**config.mk**
```make
export PLATFORM = sky130hd
export DESIGN_NAME = cam_match_encoder
export DESIGN_NICKNAME = d
export VERILOG_FILES = /design/src/rtl/cam_pkg.sv /design/src/rtl/cam_prio_enc.sv /design/src/rtl/cam_match_encoder.sv
export SDC_FILE = /design/constraint.sdc
export NUM_CORES = 1
export LEC_CHECK = 0
export BUFFER_PORTS_ARGS = -buffer_cell sky130_fd_sc_hd__buf_2
export CORE_ASPECT_RATIO = 1.1
export CORE_UTILIZATION = 30
export DETAILED_ROUTE_END_ITERATION = 16
export PLACE_DENSITY_LB_ADDON = 0.05
export SYNTH_ARGS = -nofsm -noshare
export SYNTH_HDL_FRONTEND = slang
export SYNTH_SLANG_ARGS = --single-unit
```
**constraint.sdc**
```tcl
create_clock -name clk -period 4.7 [get_ports clk]
set_input_delay 0.94 -clock clk [delete_from_list [all_inputs] [get_ports clk]]
set_output_delay 0.94 -clock clk [all_outputs]
set_load 0.01 [all_outputs]
```
**src/rtl/cam_pkg.sv**
```systemverilog
// Shared definitions for the CAM match encoder: default depth and the
// issue-side state encoding.
package cam_pkg;

  localparam int CAM_DEPTH_DEFAULT = 16;

  typedef enum logic {
    IDLE  = 1'b0,
    ISSUE = 1'b1
  } cam_state_e;

endpackage

```
**src/rtl/cam_prio_enc.sv**
```systemverilog
// Combinational lowest-set-bit finder: returns the index of the least
// significant set bit and whether any bit is set.
module cam_prio_enc
  import cam_pkg::*;
#(
  parameter int DEPTH  = CAM_DEPTH_DEFAULT,
  parameter int ADDR_W = $clog2(DEPTH)
) (
  input  logic [DEPTH-1:0]  vec_i,
  output logic [ADDR_W-1:0] idx_o,
  output logic              any_o
);

  // Scan from the top down so the lowest set bit is the last to win.
  always_comb begin
    idx_o = '0;
    for (int i = DEPTH - 1; i >= 0; i--) begin
      if (vec_i[i]) idx_o = i[ADDR_W-1:0];
    end
  end

  assign any_o = |vec_i;

endmodule

```
**src/rtl/cam_match_encoder.sv**
```systemverilog
// Streams the set indices of a CAM match vector, lowest first, with an explicit
// miss beat for an all-zero vector. Define CAM_MATCH_ENC_COUNT_EN to add match_count_o.
module cam_match_encoder
  import cam_pkg::*;
#(
  parameter int DEPTH  = CAM_DEPTH_DEFAULT,
  parameter int ADDR_W = $clog2(DEPTH)
) (
  input  logic              clk,
  input  logic              rst,
  input  logic [DEPTH-1:0]  match_vec_i,
  input  logic              match_valid_i,
  output logic              match_ready_o,
  output logic [ADDR_W-1:0] addr_o,
  output logic              addr_valid_o,
  input  logic              addr_ready_i,
  output logic              last_o,
  output logic              miss_o
`ifdef CAM_MATCH_ENC_COUNT_EN
  ,
  output logic [$clog2(DEPTH+1)-1:0] match_count_o
`endif
);

  localparam logic [DEPTH-1:0] ONE = DEPTH'(1);

  cam_state_e        state_q, state_d;
  logic [DEPTH-1:0]  pending_q, pending_d;
  logic [ADDR_W-1:0] addr_q, addr_d;
  logic              valid_q, valid_d;
  logic              last_q, last_d;
  logic              miss_q, miss_d;

  logic [DEPTH-1:0]  cur_mask, remain, enc_vec;
  logic [ADDR_W-1:0] enc_idx;
  logic              enc_any, enc_single, hs;

  assign cur_mask = ONE << addr_q;
  assign remain   = pending_q & ~cur_mask;
  // One encoder serves both the fresh vector and what is left after a beat.
  assign enc_vec  = (state_q == IDLE) ? match_vec_i : remain;
  assign enc_single = enc_any && ((enc_vec & (enc_vec - ONE)) == '0);
  assign hs       = valid_q && addr_ready_i;

  cam_prio_enc #(
    .DEPTH  (DEPTH),
    .ADDR_W (ADDR_W)
  ) u_prio_enc (
    .vec_i (enc_vec),
    .idx_o (enc_idx),
    .any_o (enc_any)
  );

  always_comb begin
    state_d   = state_q;
    pending_d = pending_q;
    addr_d    = addr_q;
    valid_d   = valid_q;
    last_d    = last_q;
    miss_d    = miss_q;
    case (state_q)
      IDLE: begin
        if (match_valid_i) begin
          pending_d = match_vec_i;
          addr_d    = enc_idx;
          valid_d   = 1'b1;
          last_d    = !enc_any || enc_single;
          miss_d    = !enc_any;
          state_d   = ISSUE;
        end
      end
      ISSUE: begin
        if (hs) begin
          pending_d = remain;
          if (enc_any) begin
            addr_d = enc_idx;
            last_d = enc_single;
            miss_d = 1'b0;
          end else begin
            addr_d  = '0;
            valid_d = 1'b0;
            last_d  = 1'b0;
            miss_d  = 1'b0;
            state_d = IDLE;
          end
        end
      end
      default: state_d = IDLE;
    endcase
  end

  always_ff @(posedge clk) begin
    if (rst) begin
      state_q   <= IDLE;
      pending_q <= '0;
      addr_q    <= '0;
      valid_q   <= 1'b0;
      last_q    <= 1'b0;
      miss_q    <= 1'b0;
    end else begin
      state_q   <= state_d;
      pending_q <= pending_d;
      addr_q    <= addr_d;
      valid_q   <= valid_d;
      last_q    <= last_d;
      miss_q    <= miss_d;
    end
  end

  assign match_ready_o = (state_q == IDLE);
  assign addr_o        = addr_q;
  assign addr_valid_o  = valid_q;
  assign last_o        = last_q;
  assign miss_o        = miss_q;

`ifdef CAM_MATCH_ENC_COUNT_EN
  localparam int CNT_W = $clog2(DEPTH + 1);

  logic [CNT_W-1:0] count_q, count_d;

  function automatic logic [CNT_W-1:0] popcount(input logic [DEPTH-1:0] v);
    logic [CNT_W-1:0] c;
    c = '0;
    for (int i = 0; i < DEPTH; i++) c = c + CNT_W'(v[i]);
    return c;
  endfunction

  always_comb begin
    count_d = count_q;
    if (state_q == IDLE && match_valid_i) count_d = popcount(match_vec_i);
  end

  always_ff @(posedge clk) begin
    if (rst) count_q <= '0;
    else     count_q <= count_d;
  end

  assign match_count_o = count_q;
`endif

endmodule

```
Word-level counts from Yosys, hierarchy flattened
Cells that the tools add are included.
{ "classes": {"n_addsub": 1, "mul": 0, "div": 0, "order_cmp": 0, "n_eq_ne": 3, "shifts": 1, "muxes": 39, "bitwise_logic": 4, "reduce_logical": 8} }
{ "ops": {"columns": ["cell", "n"], "rows": [
  ["4-bit 2-to-1 mux", 19],
  ["16-bit 2-to-1 mux", 3],
  ["16-bit bitwise AND", 2],
  ["16-bit one-hot mux with 2 select lines", 1],
  ["16-bit zero test", 1],
  ["16-bit inverter", 1],
  ["16-bit OR reduction", 1],
  ["1-bit by 4-bit << shifter with 16-bit output, first input constant", 1],
  ["16-bit by 1-bit subtractor with 16-bit output, second input constant", 1],
  ["1-bit 2-to-1 mux", 11],
  ["1-bit one-hot mux with 2 select lines", 4],
  ["4-bit one-hot mux with 2 select lines", 1],
  ["2-bit != test, second input constant", 2],
  ["3-bit AND reduction", 1],
  ["1-bit logical AND", 2],
  ["2-bit by 1-bit != test with 1-bit output, second input constant", 1],
  ["2-bit AND reduction", 1],
  ["1-bit zero test", 1],
  ["1-bit logical OR", 1],
  ["1-bit inverter", 1]
]} }
{ "word_totals": {"regBits": 24, "latch_bits": 0, "mem_bits_rw": 0, "mem_bits_ro": 0, "in_bits": 20, "output_inout_bits": 8, "wordCells": 62, "n_memories": 0} }

Longest topological paths before layout
Gate-level depths: netlist of run 1.
{ "logic_depth": {"word_depth": 23, "depth_mapped": 9, "depth_no_buf": 7} }

Cells and area by module
A second synthesis of run 1 with hierarchy kept.
{ "hier_totals": {"cells_unflattened": 224, "hier_area_um2": 1750.4} }
{ "modules_own_cells": {"columns": ["mod", "n_inst", "cells_per_inst", "area_each_um2", "seq_area_each_um2"], "rows": [
  ["cam_match_encoder", 1, 190, 1574.0, 480.5],
  ["cam_prio_enc", 1, 34, 176.4, 0.0]
]} }

Worst setup path before layout of run 1
OpenSTA, ideal clock, no wires.
{ "synth_path": {"path_kind": "input-to-reg", "from": "input match_vec_i[13]", "to": "register addr_q[2], in the netlist addr_o[2]", "setup_ns": 0.117, "arrival_time_ns": 2.293, "required_ns": 4.583, "path_slack_ns": 2.290, "cell_stages": 7, "n_path_buf": 0, "path_cell_list": "nor2b_1 a31oi_4 nand2_1 nor4_4 a31oi_1 and2_4 a32o_1"} }
{ "synth_via": {"elab_chain_len": 18, "word_cells_on_any_way": 20, "classes_between": "mux (19); reduce/logical (1)"} }
{ "synth_lines": {"columns": ["element", "line_no", "rtl"], "rows": [
  ["from (decl)", "cam_match_encoder.sv:11", "input logic [DEPTH-1:0] match_vec_i,"],
  ["16-bit 2-to-1 mux (*)", "cam_match_encoder.sv:41", "assign enc_vec = (state_q == IDLE) ? match_vec_i : remain;"],
  ["4-bit 2-to-1 mux (14 in a row)", "cam_prio_enc.sv:18", "if (vec_i[i]) idx_o = i[ADDR_W-1:0];"],
  ["4-bit 2-to-1 mux", "cam_match_encoder.sv:75", "if (enc_any) begin"],
  ["4-bit 2-to-1 mux", "cam_match_encoder.sv:73", "if (hs) begin"],
  ["4-bit one-hot mux with 2 select lines (*)", "cam_match_encoder.sv:61", "case (state_q)"],
  ["to (signal assigned)", "cam_match_encoder.sv:103", "addr_q <= addr_d;"],
  ["to (decl)", "cam_match_encoder.sv:29", "logic [ADDR_W-1:0] addr_q, addr_d;"]
]} }
Mark *: on every way between the ends. The rest lies on a longest branch, timed or not. The select of a mux whose other input is x is not followed.
A chain may end at the register's enable or synchronous reset.

Worst setup path after layout of run 1
{ "layout_path": {"from": "register addr_q[0], in the netlist addr_o[0]", "to": "register addr_q[2], in the netlist addr_o[2]"} }
{ "layout_via": {"elab_chain_len": 23, "word_cells_on_any_way": 25, "classes_between": "shift (1); mux (21); bitwise (2); reduce/logical (1)"} }
{ "layout_lines": {"columns": ["element", "line_no", "rtl"], "rows": [
  ["1-bit by 4-bit << shifter with 16-bit output (*)", "cam_match_encoder.sv:38", "assign cur_mask = ONE << addr_q;"],
  ["16-bit inverter (*)", "cam_match_encoder.sv:39", "assign remain = pending_q & ~cur_mask;"],
  ["16-bit bitwise AND (*)", "cam_match_encoder.sv:39", null],
  ["16-bit 2-to-1 mux (*)", "cam_match_encoder.sv:41", null],
  ["4-bit 2-to-1 mux (16 in a row)", "cam_prio_enc.sv:18", null],
  ["4-bit 2-to-1 mux", "cam_match_encoder.sv:75", null],
  ["4-bit 2-to-1 mux", "cam_match_encoder.sv:73", null],
  ["4-bit one-hot mux with 2 select lines (*)", "cam_match_encoder.sv:61", null]
]} }
Marked as above.

==> run_results.csv, run 1 <==
group,metric,value,unit
outcome,outcome,"complete, no violations",
floorplan,start_util,31.7,%
critical_path,cp_data_required_time,4.88,ns
clocking,cts_made_buffers,3,
timing,timing.fmax,368,MHz
critical_path,critPathMaxFanout,18,
power_and_ir_drop,power,548,uW
critical_path,arrival,2.89,ns
cells_and_area,drive_above_1_share,26.3,%
timing,fin_crit_sh,57.8,%
global_route,grt-ovfl-total,0,
global_route,grt_max_degree,31,
timing,hold_viol_final,0,
yosys,avgSynthCellArea,8.47,sq um
timing,grt_setup_unrepaired,"no",
clocking,ctsLongestPathBuffers,2,
critical_path,worstSetupPathType,"reg -> reg",
job,drv_cap,0,
detailed_routing,drcViolationCount,0,
clocking,h-tree-depth,1,
global_route,grt_pass1_vias,1583,
yosys,netlist_top_cells_area,"dfxtp_1, a211oi_1, nand2_1",
yosys,yosysTopAreaCell,"dfxtp_1",
critical_path,cp-end-kind,"register",
yosys,synth_async_sr_flop_share,0,%
yosys,ys_warn_count,0,
floorplan,rows,28,
timing,setup_violations,0,
place,gp_congestion,0.869,
global_route,antenna_found_initial,0,
clocking,cts_setup_buffers,0,
power_and_ir_drop,p_leak,0.000709,uW
clocking,cts_resized,0,
clocking,root_buffer,"clkbuf_8",
timing,holdWs,0.474,ns
clocking,clkTransAtPathRegs,0.09,ns
clocking,cts.sinks,24,
clocking,postCtsHoldBufs,0,
timing,slew_headroom,31.4,%
cells_and_area,antenna_cells,0,
timing,setup_tns,0,ns
detailed_routing,drtAntennaViolNets,0,
floorplan,die_area,6130,sq um
critical_path,r2r_cells,7,
detailed_routing,routed_wirelength,4990,um
critical_path,start_kind,"register",
yosys,synth_seq_cells,24,
place,port_buffers,27,
global_route,track_usage,17.4,%
floorplan,num_io_pins,28,
floorplan,die_x,74.7,um
detailed_routing,vias,1647,
floorplan,fp.coreArea,5500,sq um
hold_path,whs_path_depth,2,
clocking,worstSkewPairLatency,0.28,ns
detailed_routing,wl_per_cell,16.7,um
cells_and_area,area_delta_synth_final,12.0,%
timing,post-route-min-period,2.71,ns
timing,worst_pin_slew,1.03,ns
floorplan,die_y,82,um
yosys,synth_top_area_share,27.5,%
cells_and_area,final_nets,245,
yosys,synth_nets,226,
place,dp_hpwl,3440,um
yosys,syn-cell-area,1750,sq um
detailed_routing,drt_pass1_iterations,4,
clocking,cts_tree,"done",
timing,skew,0.00318,ns
yosys,synth-seq-area-share,27.5,%
timing,maxSlewViolCount,0,
power_and_ir_drop,max-vdd-ir-drop,81.8,uV
detailed_routing,via_per_inst,5.51,
yosys,netlist-cell-type-count,61,
yosys,synth_cells,206,
yosys,synth-edff-count,0,
global_route,grt_first_pass_wirelength,8040,um
hold_path,holdCritPathClass,"reg -> reg",
yosys,ys.flop_type,"dfxtp_1",
power_and_ir_drop,power_density,280,nW/um^2
detailed_routing,drtIter0Drc,70,
-- cell usage in the layout, fill, tap and decap left out, types with 3 or more instances in the layout --
cell / n
a211oi_1: 14
a21oi_1: 9
a22o_1: 3
a2bb2oi_2: 6
and4bb_2: 3
buf_2: 27
clkbuf_8: 4
dfxtp_1: 24
inv_1: 3
nand2_1: 26
nand3_1: 3
nor2_1: 26
nor2b_1: 5
nor3_1: 4
nor4b_1: 3
o21ai_0: 6
o2bb2ai_1: 4
-- path summary, 6_finish.rpt --
check | from | to | slack (ns)
max | addr_o[0]$_SDFFE_PP0P_ | addr_o[2]$_SDFFE_PP0P_ | 1.99
min | miss_o$_SDFFE_PP0P_ | miss_o$_SDFFE_PP0P_ | 0.47
max reg2reg | addr_o[0]$_SDFFE_PP0P_ | addr_o[2]$_SDFFE_PP0P_ | 1.99
min reg2reg | miss_o$_SDFFE_PP0P_ | miss_o$_SDFFE_PP0P_ | 0.47
-- final cells by class --
type                    count  area, sq um
inverters                   4         15.0
well taps                  75         93.8
multi-input cells         164         1170
repair buffers             28          143
clock buffers               4         55.1
fillers                   575         3550
flip-flops and latches     24          480
-- flip-flops by register name, summed over array words and instances, names as in the netlist --
register,cells
addr_o,4
addr_valid_o,1
last_o,1
miss_o,1
pending_q,16
state_q,1
-- cell usage after synthesis, types with 2 or more instances --
master,number
o21bai_1,2
and2_1,2
o31ai_1,2
o21ai_0,6
and4bb_2,3
nand4_1,2
a21oi_1,9
clkbuf_1,6
nor2b_1,5
o2bb2ai_1,4
nor2_1,26
buf_2,3
nand2_1,26
nor4b_1,3
and4bb_1,2
nor3_1,4
a31oi_1,2
nand3_1,3
dfxtp_1,24
a211oi_1,14
o211ai_1,2
a31oi_4,2
a2bb2oi_1,2
a2bb2oi_2,6
a22o_1,3
a31oi_2,2
inv_1,3
buf_6,3
o221ai_1,2
nand4b_1,2
-- routing by layer --
metal / part of all wire, % / vias to the layer above / global-route usage (%)
li1: - / 817 / -
met1: 46 / 798 / 22.3
met2: 50 / 26 / 30.0
met3: 3.1 / 6 / 2.21
met4: 0.98 / 0 / 5.28
met5: 0 / - / 0
-- through the flow --
stage / setup slack (ns) / utilization [%] / cells / cell area (sq um)
after floorplan: 2.29 / - / 206 / 1750
after global placement: 2.00 / 34.5 / 295 / 1900
after detailed placement: 2.00 / 34.5 / 295 / 1900
after CTS: 2.02 / 35.5 / 299 / 1950
after global routing: 1.78 / 35.5 / 299 / 1950
final: 1.99 / 35.5 / 299 / 1950
-- worst max-delay path, stage by stage (launching register included) --
cell,delay [ns]
dfxtp_1,0.78
and4bb_2,0.31
a2bb2oi_1,0.36
nand2_1,0.22
nor4_4,0.32
a31oi_1,0.18
and2_4,0.20
a32o_1,0.23
-- power breakdown --
| part | total [uW] | internal, uW | leakage, uW | switching [uW] |
|---|---|---|---|---|
| Sequential | 243 | 220 | 0.000198 | 22.4 |
| Combinational | 156 | 61.7 | 0.000482 | 94.0 |
| Clock | 149 | 75.1 | 0.0000288 | 74.2 |
-- cell families (layout without fill, tap and decap cells) --
logic type / Yosys count / count (layout) / share of synthesized area (%)
AO/OA/AOI/OAI: 69 / 69 / 34.0
buffers and inverters: 18 / 36 / 5.59
flip-flops: 24 / 24 / 27.5
multiplexers: 1 / 1 / 0.573
AND/OR/NAND/NOR: 94 / 94 / 32.3
(Power assumes the default switching activity.)
==> run 2: changes to the inputs <==
==> constraint.sdc (replaced) <==
create_clock -name clk -period 2.4 [get_ports clk]
set_input_delay 0.48 -clock clk [delete_from_list [all_inputs] [get_ports clk]]
set_output_delay 0.48 -clock clk [all_outputs]
set_load 0.01 [all_outputs]
==> run_results.csv, run 2 (synthesis results as in run 1) <==
group,metric,value,unit
cells_and_area,register_area,492,sq um
place,port_buffers,27,
clocking,postCtsHoldBufs,0,
floorplan,start_util,31.7,%
hold_path,hp-start,"miss_o$_SDFFE_PP0P_",
cells_and_area,top_register,"pending_q",
cells_and_area,layout_commonest_cell,"buf_2",
critical_path,cp_data_required_time,2.57,ns
floorplan,rows,28,
detailed_routing,drt_pass1_iterations,4,
critical_path,reg2reg_slack,0.13,ns
critical_path,critPathMaxFanout,14,
timing,timing.fmax,441,MHz
power_and_ir_drop,p_leak,0.000834,uW
power_and_ir_drop,seqPwrFrac,41.9,%
floorplan,die_area,6130,sq um
global_route,grt_max_degree,24,
job,drv_cap,0,
timing,setup_violations,0,
critical_path,start_kind,"register",
power_and_ir_drop,combPwrFrac,33.0,%
global_route,grt_first_pass_wirelength,8230,um
clocking,worstSkewPairLatency,0.27,ns
cells_and_area,antenna_cells,0,
cells_and_area,final_util,39.4,%
clocking,cts_made_buffers,3,
global_route,track_usage,17.9,%
critical_path,cp_common_cell,"buf_4",
timing,grt_setup_unrepaired,"yes",
power_and_ir_drop,p_sw,375,uW
cells_and_area,area_delta_synth_final,24.0,%
outcome,outcome,"complete, no violations",
detailed_routing,drtAntennaViolNets,0,
timing,fin_crit_sh,94.4,%
hold_path,whs_path_depth,2,
detailed_routing,drtIter0Drc,64,
place,dp_slack,-0.0673,ns
cells_and_area,layout_common_cells,"buf_2, nand2_1, nor2_1",
power_and_ir_drop,intPower,746,uW
timing,fin_ws,0.135,ns
floorplan,die_y,82,um
timing,maxSlewViolCount,0,
timing,skew,0.00171,ns
critical_path,critical_path.max_stage_delay,0.40,ns
detailed_routing,routed_wirelength,4950,um
critical_path,path_cells,"buf_4, nor4b_1, buf_4, a2bb2oi_2, nand4_4, nor2_4, a31oi_1, and2_4, a32o_1",
floorplan,die_x,74.7,um
critical_path,cp-end-kind,"register",
global_route,antenna_found_initial,0,
clocking,cts_tree,"done",
place,place_area,2090,sq um
critical_path,r2r-end,"addr_o[2]$_SDFFE_PP0P_",
timing,worst_pin_slew,0.468,ns
global_route,grt_pass1_vias,1697,
timing,post-route-min-period,2.27,ns
clocking,ctsLongestPathBuffers,2,
detailed_routing,vias,1742,
timing,holdWs,0.455,ns
critical_path,critPathSlowestCell,"dfxtp_2",
timing,slew_headroom,68.8,%
cells_and_area,final_nets,269,
detailed_routing,wl_per_cell,15.3,um
floorplan,num_io_pins,28,
floorplan,fp.coreArea,5500,sq um
clocking,root_buffer,"clkbuf_8",
cells_and_area,multi_input_area,1170,sq um
detailed_routing,drcViolationCount,0,
cells_and_area,n_fill_cell,588,
critical_path,arrival,2.43,ns
cells_and_area,fin_area,2160,sq um
detailed_routing,via_per_inst,5.39,
power_and_ir_drop,p_sw_share,33.5,%
power_and_ir_drop,power_density,518,nW/um^2
critical_path,worstSetupPathType,"reg -> reg",
place,gp_congestion,0.883,
place,dp_hpwl,3880,um
critical_path,timing.rr.start,"addr_o[2]$_SDFFE_PP0P_",
clocking,clkTransAtPathRegs,0.08,ns
timing,hold_viol_final,0,
power_and_ir_drop,max-vdd-ir-drop,223,uV
power_and_ir_drop,clkPwrFrac,25.1,%
hold_path,holdPathEnd,"miss_o$_SDFFE_PP0P_",
clocking,cts.sinks,24,
hold_path,holdCritPathClass,"reg -> reg",
global_route,grt-ovfl-total,0,
critical_path,r2r_cells,9,
clocking,h-tree-depth,1,
cells_and_area,drive_above_1_share,35.9,%
cells_and_area,largest_register_ffs,16,
run 2: worst max-delay path by stage:
stage                                 from                      to  slack [ns]  cells after the start
floorplan           addr_o[2]$_SDFFE_PP0P_  addr_o[2]$_SDFFE_PP0P_        0.26                      8
global placement    addr_o[0]$_SDFFE_PP0P_     last_o$_SDFFE_PP0P_      -0.008                      8
finish              addr_o[2]$_SDFFE_PP0P_  addr_o[2]$_SDFFE_PP0P_        0.13                      9
detailed placement  addr_o[3]$_SDFFE_PP0P_  addr_o[0]$_SDFFE_PP0P_       -0.07                      7
CTS                 addr_o[2]$_SDFFE_PP0P_     last_o$_SDFFE_PP0P_        0.02                      7
global route        addr_o[2]$_SDFFE_PP0P_     last_o$_SDFFE_PP0P_      -0.005                      9
run 2: power groups by stage:
stage / clock [uW] / combinational (uW) / sequential [uW]
after floorplan: 0 / 246 / 463
after global placement: 0 / 366 / 475
after detailed placement: 0 / 368 / 478
after CTS: 295 / 370 / 470
after global routing: 314 / 406 / 477
final: 282 / 370 / 470
run 2: area by class of cell:
type	count	share of cell area, %
multi-input cells	164	54.2
flip-flops and latches	24	22.7
repair buffers	52	15.5
well taps	75	4.34
clock buffers	4	2.54
inverters	4	0.694
run 2: stage by stage:
stage                     power, uW   TNS, ns  instances
after global routing           1200  -0.00490        323
after CTS                      1130         0        323
after floorplan                 708         0        206
final                          1120         0        323
after detailed placement        847   -0.0988        319
after global placement          841  -0.00819        319
run 2: timing repair:
item | CTS | global route
endpoints found under the setup margin | 3 | 6
gates resized for setup | 3 | 5
cloned | 0 | 0
setup buffers | 0 | 0
run 2: routing by layer:
metal,vias to the layer above,global-route usage [%],wire length (um),part of all wire (%)
met5,-,0,0,0
met4,0,7.74,104,2.1
met3,9,2.21,130,2.6
met2,33,32.6,2520,51
met1,836,20.7,2190,44
li1,864,-,-,-
run 2: critical path, delay by kind of cell, from the launching register on:
family | cells | cell delay [ns]
buffers and inverters | 2 | 0.36
AOI/OAI and AO/OA | 3 | 0.56
DFF | 1 | 0.40
and+or+nand+nor | 4 | 0.84
